<file path="config.mk">
export PLATFORM = sky130hd
export DESIGN_NAME = cn_minsum_serial_flat
export DESIGN_NICKNAME = d
export VERILOG_FILES = /design/src/rtl/cn_minsum_serial_if.sv /design/src/rtl/cn_minsum_serial.sv /design/src/flat_wrapper.sv
export SDC_FILE = /design/constraint.sdc
export NUM_CORES = 1
export LEC_CHECK = 0
export ABC_AREA = 0
export BUFFER_PORTS_ARGS = -buffer_cell sky130_fd_sc_hd__buf_2
export CORE_UTILIZATION = 25
export DETAILED_ROUTE_END_ITERATION = 10
export GPL_ROUTABILITY_DRIVEN = 0
export PLACE_DENSITY_LB_ADDON = 0.2
export REMOVE_ABC_BUFFERS = 1
export SYNTH_ARGS = -nofsm -noshare
export SYNTH_HDL_FRONTEND = slang
export SYNTH_SLANG_ARGS = --single-unit
</file>
<file path="constraint.sdc">
create_clock -name clk -period 3.8 [get_ports clk]
set_clock_uncertainty 0.15 [all_clocks]
set_input_delay 0.19 -clock clk [delete_from_list [all_inputs] [get_ports clk]]
set_output_delay 0.19 -clock clk [all_outputs]
set_load 0.02 [all_outputs]
</file>
<file path="src/rtl/cn_minsum_serial_if.sv">
// Message bus for the serial check-node processor.
//
// Handshake: a beat moves on a channel in the cycle where both valid and
// ready are high at the rising clock edge. A source holds valid and its data
// stable until the beat is accepted. A sink may raise or lower ready at any
// time. Valid never depends on ready.
//
// Signals:
//   in_valid / in_ready / in_msg          variable-to-check messages into the block
//   out_valid / out_ready / out_msg       check-to-variable messages out of the block
//   out_last                              marks the final beat of a row
//   state_dbg                             FSM state for observation (1 = emitting)
// Modports:
//   master : upstream/downstream side (drives in_*, out_ready)
//   slave  : the check-node processor
interface cn_minsum_serial_if #(
    parameter int DATA_WIDTH = 16
);
    logic                  in_valid;
    logic                  in_ready;
    logic [DATA_WIDTH-1:0] in_msg;
    logic                  out_valid;
    logic                  out_ready;
    logic [DATA_WIDTH-1:0] out_msg;
    logic                  out_last;
    logic                  state_dbg;

    modport master (
        output in_valid, in_msg, out_ready,
        input  in_ready, out_valid, out_msg, out_last, state_dbg
    );

    modport slave (
        input  in_valid, in_msg, out_ready,
        output in_ready, out_valid, out_msg, out_last, state_dbg
    );
endinterface

</file>
<file path="src/rtl/cn_minsum_serial.sv">
// Serial offset-min-sum check-node processor for the LDPC QKD decoder.
//
// Accepts DEG variable-to-check messages (one edge per beat) for one parity
// check row, tracking the two smallest magnitudes, the position of the
// smallest, each edge's sign and the running sign parity. It then emits DEG
// check-to-variable messages in the same edge order. Rows never overlap:
// the block accepts input only while accumulating and emits only afterwards.
//
// Ports:
//   clk    rising-edge clock
//   rst_n  asynchronous active-low reset
//   bus    cn_minsum_serial_if.slave (in_valid/in_ready/in_msg,
//          out_valid/out_ready/out_msg/out_last, state_dbg)
module cn_minsum_serial #(
    parameter int DATA_WIDTH = 16,
    parameter int INT        = 8,
    parameter int FRAC       = 8,
    parameter int DEG        = 6,
    parameter int OFFSET     = 0
) (
    input logic               clk,
    input logic               rst_n,
    cn_minsum_serial_if.slave bus
);
    // Magnitude width: the message format minus its sign bit.
    localparam int              MW        = INT + FRAC - 1;
    localparam int              CW        = $clog2(DEG);
    localparam logic [MW-1:0]   MAG_MAX   = {MW{1'b1}};
    localparam logic [MW-1:0]   OFF       = MW'(OFFSET);
    localparam logic [CW-1:0]   LAST_EDGE = CW'(DEG - 1);

    typedef enum logic {
        ACCUM = 1'b0,
        EMIT  = 1'b1
    } state_t;

    state_t state, state_nxt;

    logic [CW-1:0]  in_cnt;
    logic [CW-1:0]  out_cnt;
    logic [MW-1:0]  min1;
    logic [MW-1:0]  min2;
    logic [CW-1:0]  idx;
    logic           sign_tot;
    logic [DEG-1:0] signs;

    logic in_fire, out_fire, row_in_done, row_out_done;

    assign in_fire      = bus.in_valid && (state == ACCUM);
    assign out_fire     = bus.out_ready && (state == EMIT);
    assign row_in_done  = in_fire && (in_cnt == LAST_EDGE);
    assign row_out_done = out_fire && (out_cnt == LAST_EDGE);

    // Saturated magnitude: the most negative code has no positive twin, so
    // its negation wraps back to a negative value and is clamped instead.
    logic [DATA_WIDTH-1:0] neg_msg;
    logic [MW-1:0]         mag;

    always_comb begin
        neg_msg = -bus.in_msg;
        if (!bus.in_msg[DATA_WIDTH-1]) begin
            mag = bus.in_msg[MW-1:0];
        end else if (neg_msg[DATA_WIDTH-1]) begin
            mag = MAG_MAX;
        end else begin
            mag = neg_msg[MW-1:0];
        end
    end

    // The first beat of a row compares against the reset values rather than
    // whatever the previous row left behind.
    logic          first_beat;
    logic [MW-1:0] base1, base2;
    logic [CW-1:0] base_idx;
    logic          base_tot;

    assign first_beat = (in_cnt == '0);
    assign base1      = first_beat ? MAG_MAX : min1;
    assign base2      = first_beat ? MAG_MAX : min2;
    assign base_idx   = first_beat ? '0 : idx;
    assign base_tot   = first_beat ? 1'b0 : sign_tot;

    // State register.
    always_ff @(posedge clk or negedge rst_n) begin
        if (!rst_n) begin
            state <= ACCUM;
        end else begin
            state <= state_nxt;
        end
    end

    // Next-state logic.
    always_comb begin
        state_nxt = state;
        case (state)
            ACCUM:   if (row_in_done)  state_nxt = EMIT;
            EMIT:    if (row_out_done) state_nxt = ACCUM;
            default: state_nxt = ACCUM;
        endcase
    end

    // Accumulator and edge counters.
    always_ff @(posedge clk or negedge rst_n) begin
        if (!rst_n) begin
            in_cnt   <= '0;
            out_cnt  <= '0;
            min1     <= MAG_MAX;
            min2     <= MAG_MAX;
            idx      <= '0;
            sign_tot <= 1'b0;
            signs    <= '0;
        end else begin
            if (in_fire) begin
                signs[in_cnt] <= bus.in_msg[DATA_WIDTH-1];
                sign_tot      <= base_tot ^ bus.in_msg[DATA_WIDTH-1];
                // Strict compares: on a tie the earlier edge keeps idx.
                if (mag < base1) begin
                    min2 <= base1;
                    min1 <= mag;
                    idx  <= in_cnt;
                end else begin
                    min1 <= base1;
                    min2 <= (mag < base2) ? mag : base2;
                    idx  <= base_idx;
                end
                in_cnt <= row_in_done ? '0 : in_cnt + 1'b1;
            end
            if (out_fire) begin
                out_cnt <= row_out_done ? '0 : out_cnt + 1'b1;
            end
            if (row_out_done) begin
                min1     <= MAG_MAX;
                min2     <= MAG_MAX;
                idx      <= '0;
                sign_tot <= 1'b0;
            end
        end
    end

    // Output logic: everything below is a function of registered state, so
    // out_msg/out_last hold steady while the sink stalls.
    logic [MW-1:0] m_sel;
    logic [MW-1:0] m_off;
    logic          s_out;

    always_comb begin
        bus.in_ready  = 1'b0;
        bus.out_valid = 1'b0;
        bus.out_msg   = '0;
        bus.out_last  = 1'b0;
        // Excluding the edge itself: the smallest magnitude from the others.
        m_sel = (out_cnt == idx) ? min2 : min1;
        m_off = (m_sel > OFF) ? (m_sel - OFF) : '0;
        s_out = sign_tot ^ signs[out_cnt];
        case (state)
            ACCUM: begin
                bus.in_ready = 1'b1;
            end
            EMIT: begin
                bus.out_valid = 1'b1;
                bus.out_msg   = s_out ? -{1'b0, m_off} : {1'b0, m_off};
                bus.out_last  = (out_cnt == LAST_EDGE);
            end
            default: begin
                bus.in_ready = 1'b0;
            end
        endcase
    end

    assign bus.state_dbg = (state == EMIT);
endmodule

</file>
<file path="src/flat_wrapper.sv">
// flat-port wrapper written by rule: the top's interface ports become plain ports
module cn_minsum_serial_flat 
#(
    parameter int DATA_WIDTH = 16,
    parameter int INT        = 8,
    parameter int FRAC       = 8,
    parameter int DEG        = 6,
    parameter int OFFSET     = 0
)
  (clk, rst_n, bus_in_valid, bus_in_msg, bus_out_ready, bus_in_ready, bus_out_valid, bus_out_msg, bus_out_last, bus_state_dbg);
  cn_minsum_serial_if #(.DATA_WIDTH(DATA_WIDTH)) bus_i ();
  input logic clk;
  input logic rst_n;
  input wire logic [$bits(bus_i.in_valid)-1:0] bus_in_valid;
  input wire logic [$bits(bus_i.in_msg)-1:0] bus_in_msg;
  input wire logic [$bits(bus_i.out_ready)-1:0] bus_out_ready;
  output wire logic [$bits(bus_i.in_ready)-1:0] bus_in_ready;
  output wire logic [$bits(bus_i.out_valid)-1:0] bus_out_valid;
  output wire logic [$bits(bus_i.out_msg)-1:0] bus_out_msg;
  output wire logic [$bits(bus_i.out_last)-1:0] bus_out_last;
  output wire logic [$bits(bus_i.state_dbg)-1:0] bus_state_dbg;
  assign bus_i.in_valid = bus_in_valid;
  assign bus_i.in_msg = bus_in_msg;
  assign bus_i.out_ready = bus_out_ready;
  assign bus_in_ready = bus_i.in_ready;
  assign bus_out_valid = bus_i.out_valid;
  assign bus_out_msg = bus_i.out_msg;
  assign bus_out_last = bus_i.out_last;
  assign bus_state_dbg = bus_i.state_dbg;
  cn_minsum_serial #(.DATA_WIDTH(DATA_WIDTH), .INT(INT), .FRAC(FRAC), .DEG(DEG), .OFFSET(OFFSET)) u_core (.clk(clk), .rst_n(rst_n), .bus(bus_i));
endmodule
</file>
* Yosys cells after proc, flatten, opt, wreduce, memory -nomap -nowiden
Cells that the tools add are included.
** Word-level totals
- Bits in registers :: 47
- Bits in latches :: 0
- RAM bits :: 0
- ROM bits :: 0
- Input port bits :: 20
- Output and inout port bits :: 20
- Logic and storage cells :: 68
- Memories kept :: 0
** Operators by class
- Add/subtract/negate cells :: 4
- $mul :: 0
- Divide/modulo/power cells :: 0
- Magnitude comparators :: 6
- Equal/unequal tests :: 3
- Shifts and indexed selects :: 0
- Mux-type cells :: 35
- Bitwise operators :: 3
- Reduce and logical (&&, ||, !) cells :: 9
** Operator list (count)
- $mux 15 :: 13
- $mux 16 :: 2
- $lt 15x15->1 :: 2
- $mux 3 :: 6
- $neg 15->16 :: 1
- $neg 16->16 :: 1
- $gt 15x1->1 const B :: 1
- $mux 1 :: 10
- $lt 3x4->1 const B :: 2
- $add 3x1->3 const B :: 2
- $bwmux 6 :: 1
- $eq 3x3->1 const B :: 2
- $logic_and 1x1->1 :: 5
- $bmux 1 s3 :: 1
- $demux 1 s3 :: 1
- $eq 3x3->1 :: 1
- $ge 3x1->1 const B :: 1
- $logic_not 3->1 :: 1
- $reduce_bool 3->1 :: 1
- $pmux 1 s2 :: 1
- $reduce_and 2->1 :: 1
- $reduce_bool 2->1 :: 1
- $xor 1x1->1 :: 2
- $not 1->1 :: 1

* Logic depth before layout (Yosys ltp)
- Word-level depth :: 8
- Mapped depth :: 17
- Mapped depth without buffers :: 15

* Least setup slack after synthesis
Ideal clock, no wire load.
- Path type :: input -> register
- Start point :: in bus_in_msg[5]
- End point :: reg u_core.min2[13]
- Library setup time :: 0.088 ns
- Arrival :: 3.744 ns
- Required time :: 3.562 ns
- Setup slack :: -0.181 ns
- Stages on the path :: 13
- Buffers on the path :: 1
- Path through :: or3_2 -> or4_1 -> o31ai_1 -> mux2i_1 -> ha_1 -> a211oi_1 -> o22ai_1 -> nor3_1 -> o21ai_0 -> nor3_1 -> buf_2 -> mux2i_1 -> a221oi_2
** Between the ends
- Cells in the longest elaborated chain, start to end :: 8
- Elaborated cells between the ends (all ways) :: 9
- Those cells by class :: add/sub: 1; order compare: 2; mux: 6
** Ends and longest elaborated chain
- start, declared :: line flat_wrapper.sv:15 : input wire logic [$bits(bus_i.in_msg)-1:0] bus_in_msg;
- $neg 16->16 :: line cn_minsum_serial.sv:60 : neg_msg = -bus.in_msg;
- $mux 15 :: line cn_minsum_serial.sv:63 : end else if (neg_msg[DATA_WIDTH-1]) begin
- $mux 15 * :: line cn_minsum_serial.sv:61 : if (!bus.in_msg[DATA_WIDTH-1]) begin
- $lt 15x15->1 :: line cn_minsum_serial.sv:123 : min2 <= (mag < base2) ? mag : base2;
- $mux 15 :: line cn_minsum_serial.sv:123
- $mux 15 * :: line cn_minsum_serial.sv:117 : if (mag < base1) begin
- $mux 15 * :: line cn_minsum_serial.sv:113 : if (in_fire) begin
- $mux 15 * :: line cn_minsum_serial.sv:131 : if (row_out_done) begin
- end signal, assigned :: line cn_minsum_serial.sv:118 : min2 <= base1;
- end signal, assigned :: line cn_minsum_serial.sv:123
- end, declared :: line cn_minsum_serial.sv:42 : logic [MW-1:0] min2;
Mark *: on every way between the ends. The rest lies on a longest branch, timed or not. The select of a mux whose other input is x is not followed.
A chain may end at the register's enable or synchronous reset.

* Final worst setup path
- Start point :: in bus_in_msg[5]
- End point :: reg u_core.min2[12]
Same word-level chain as after synthesis.

==> results.yml <==
timing:
  finalSetupTns_ns: 0
  min_period_over_period_pct: 94.5
  period_minus_slack_ns: 3.59
  setup_viol: 0
  fmax_mhz: 278
  tightest_slew_ns: 0.835
  slew_violations: 0
  rsz0062_at_grt: "no"
  max-slew-margin-rel_pct: 44.3
  hold_violations: 0
synthesis:
  syn_area_mm2: 0.00435
  avgSynthCellArea_um2: 8.67
  synth_most_common_cell: "nor2_1"
  synthFlopType: "dfstp_2"
  post_synth_inst_count: 501
  ys_seq_area_share_pct: 27.9
  synth_common_cells: "nor2_1 (60), inv_1 (40), o21ai_0 (35), ha_1 (34)"
  synth_top_cell_area_share_pct: 18.1
  yosysTopAreaCell: "dfstp_2"
  synthArstFlopShare_pct: 100
  synth_seq_cells: 47
  synth.distinct_cells: 59
  yosys_warnings: 0
  synth-edff-count: 0
  synthTopCellsByArea: "dfstp_2 (18%), dfrtp_1 (9.8%), ha_1 (9.8%)"
pwr:
  p_per_area_mw_per_mm2: 896
  p_leak_nw: 2.61
  peakVddDrop_uv: 560
clock_network:
  cts_made_buffers: 5
  htreeDepth: 2
  cts.sink_count: 47
  clkLatencyLatePin_ns: 0.29
  clk_pin_slew_ns: 0.06
  clockBufferDepth: 2
  cts_tree: "built"
  clockRootBuffer: "clkbuf_16"
drt:
  via_per_inst: 4.86
  drc_errors: 0
  postRouteAntennaNets: 0
  routed_wl_um: 13300
  vias: 3966
  dr.pass1.iters: 4
  drt_iter0_markers: 142
  wl_per_cell_um: 16.3
setup_path:
  slowest_delay_ns: 0.54
  critPathKind: "input pin to register"
  cp-end-kind: "register"
  path_cells: "buf_2, or3_4, or4_4, buf_6, o21ai_2, mux2i_1, buf_4, ha_1, nand4_1, nor4_2, buf_4, o21ai_1, a21oi_1, nor3_2, buf_4, buf_6, mux2i_2, a221oi_2"
  critical_path_peak_fanout: 6
  cpMostUsedCell: "buf_4"
  path_delay_family: "simple AND/OR/NAND/NOR gates"
  timing.rr.start: "u_core.in_cnt[1]"
  cp.depth: 18
  worst_path_max_delay_cell: "or4_4"
  critPathLaunch: "bus_in_msg[5]"
  reg2regPathDepth: 16
  path_buf_inv: 6
  cp_data_required_time_ns: 3.85
  startpoint_type: "input pin"
  arrival_ns: 3.64
floorplan:
  dieArea_mm2: 0.0179
  die_h_um: 134
  die_x_um: 134
  rows: 47
  io_pins: 40
  initial_core_util_pct: 25.9
  coreArea_mm2: 0.0168
layout:
  antennaDiodeCount: 0
  fill_cells: 1752
  fin_cells: 816
  area_growth_pct: 27.7
  stdcell_area_mm2: 0.00555
  final_nets: 649
  drive_above_1_share_pct: 33.6
  fin_util_pct: 33.1
global_routing:
  grt_pass1_wl_um: 21600
  overflow: 0
  track_usage_pct: 15.5
  grt_max_degree: 35
  antenna_found_initial: 0
  grt_pass1_vias: 4053
placed_design:
  port_buffers: 39
  dp_hpwl_um: 10500
  place_area_mm2: 0.00523
  dp_cells: 800
job:
  drv_cap: 0
min_path:
  whs_path_depth: 3
  hp-start: "bus_out_ready"
  hold_path_class: "input pin to register"
outcome:
  outcome: "complete, no violations"
[what timing repair did]
item                                    4_1_cts  5_1_grt
hold endpoints to repair                     17        0
pin swaps                                     0       10
setup buffers                                 0        7
endpoints found under the setup margin       12       19
gates resized for setup                       1       24
hold buffers                                  1        0
[per-stage QoR]
| stage | total power [mW] | setup slack, ns | hold WS (ns) |
|---|---|---|---|
| 3_3_place_gp | 4.42 | -0.352 | 0.193 |
| 3_5_place_dp | 4.45 | -0.346 | 0.194 |
| 5_1_grt | 5.43 | 0.0166 | 0.0675 |
| 4_1_cts | 4.97 | 0.0320 | 0.0366 |
| 6_report | 4.97 | 0.208 | 0.0393 |
| 2_1_floorplan | 3.29 | -1.08 | -0.256 |
[cells by family after synthesis]
kind of cell               share of synthesized area [%]
xor gates and xnor gates                            4.84
DFF                                                 27.9
AOI/OAI and AO/OA                                   20.4
muxes                                               11.3
and+or+nand+nor                                     19.0
adders and majority gates                           9.79
buffers and inverters                               6.71
[placed cells by master (no fill, tap or decap), types with 4 or more instances in the layout]
| cell | instances |
|---|---|
| buf_4 | 67 |
| nor2_1 | 60 |
| inv_1 | 39 |
| buf_2 | 39 |
| ha_1 | 33 |
| o21ai_0 | 31 |
| nand2_1 | 31 |
| dfstp_2 | 30 |
| mux2i_1 | 29 |
| a21oi_1 | 19 |
| xnor2_1 | 18 |
| dfrtp_1 | 17 |
| nand2b_1 | 14 |
| mux2_2 | 14 |
| a221oi_2 | 12 |
| o22a_1 | 12 |
| nand3_1 | 9 |
| nor3_1 | 9 |
| o31ai_1 | 8 |
| xor2_1 | 6 |
| nor4_1 | 6 |
| nand4_1 | 6 |
| or4_1 | 5 |
| clkbuf_16 | 5 |
| nor2b_1 | 4 |
| o31a_1 | 4 |
| buf_12 | 4 |
[where the power goes]
part | switching, mW | leakage, nW | internal, mW
clock network | 0.193 | 0.0812 | 0.307
registers | 0.283 | 0.527 | 0.823
logic | 1.90 | 2.01 | 1.46
total | 2.38 | 2.61 | 2.59
[layout make-up]
type	count	area [um2]	area share, %
repair buffers	113	811	14.6
flip-flops and latches	47	1210	21.9
multi-input cells	388	2940	52.9
inverters	40	150	2.71
well taps	220	275	4.96
clock inverters	3	38.8	0.699
clock buffers	5	125	2.25
[metal layers]
metal	track usage, %	part of all wire, %	vias up
li1	-	-	2003
met2	26.4	49	64
met3	2.27	3.9	12
met1	20.3	46	1887
met5	0	0	-
met4	3.98	1.4	0
[worst reg2reg max path: cells and delay by family (launching register included)]
| kind | cells | cell delay (ns) |
|---|---|---|
| adders and majority gates | 2 | 0.50 |
| DFF | 1 | 0.41 |
| AOI/OAI and AO/OA | 3 | 0.45 |
| and+or+nand+nor | 5 | 0.95 |
| buffers and inverters | 5 | 0.64 |
| muxes | 1 | 0.15 |
[flip-flops by register name, summed over array words and instances (netlist names)]
signal / count
u_core.sign_tot: 1
u_core.min2: 15
u_core.out_cnt: 3
u_core.signs: 6
u_core.in_cnt: 3
u_core.bus.state_dbg: 1
u_core.min1: 15
u_core.idx: 3
[final timing paths]
check                                     to  slack [ns]
setup / recovery             u_core.min2[12]        0.21
hold / removal             u_core.out_cnt[2]        0.04
setup reg to reg             u_core.min2[12]        0.45
hold reg to reg              u_core.signs[2]        0.37
max in group asynchronous    u_core.min2[13]        2.34
min in group asynchronous    u_core.sign_tot        0.39
Power figures use the tool's default switching activity.
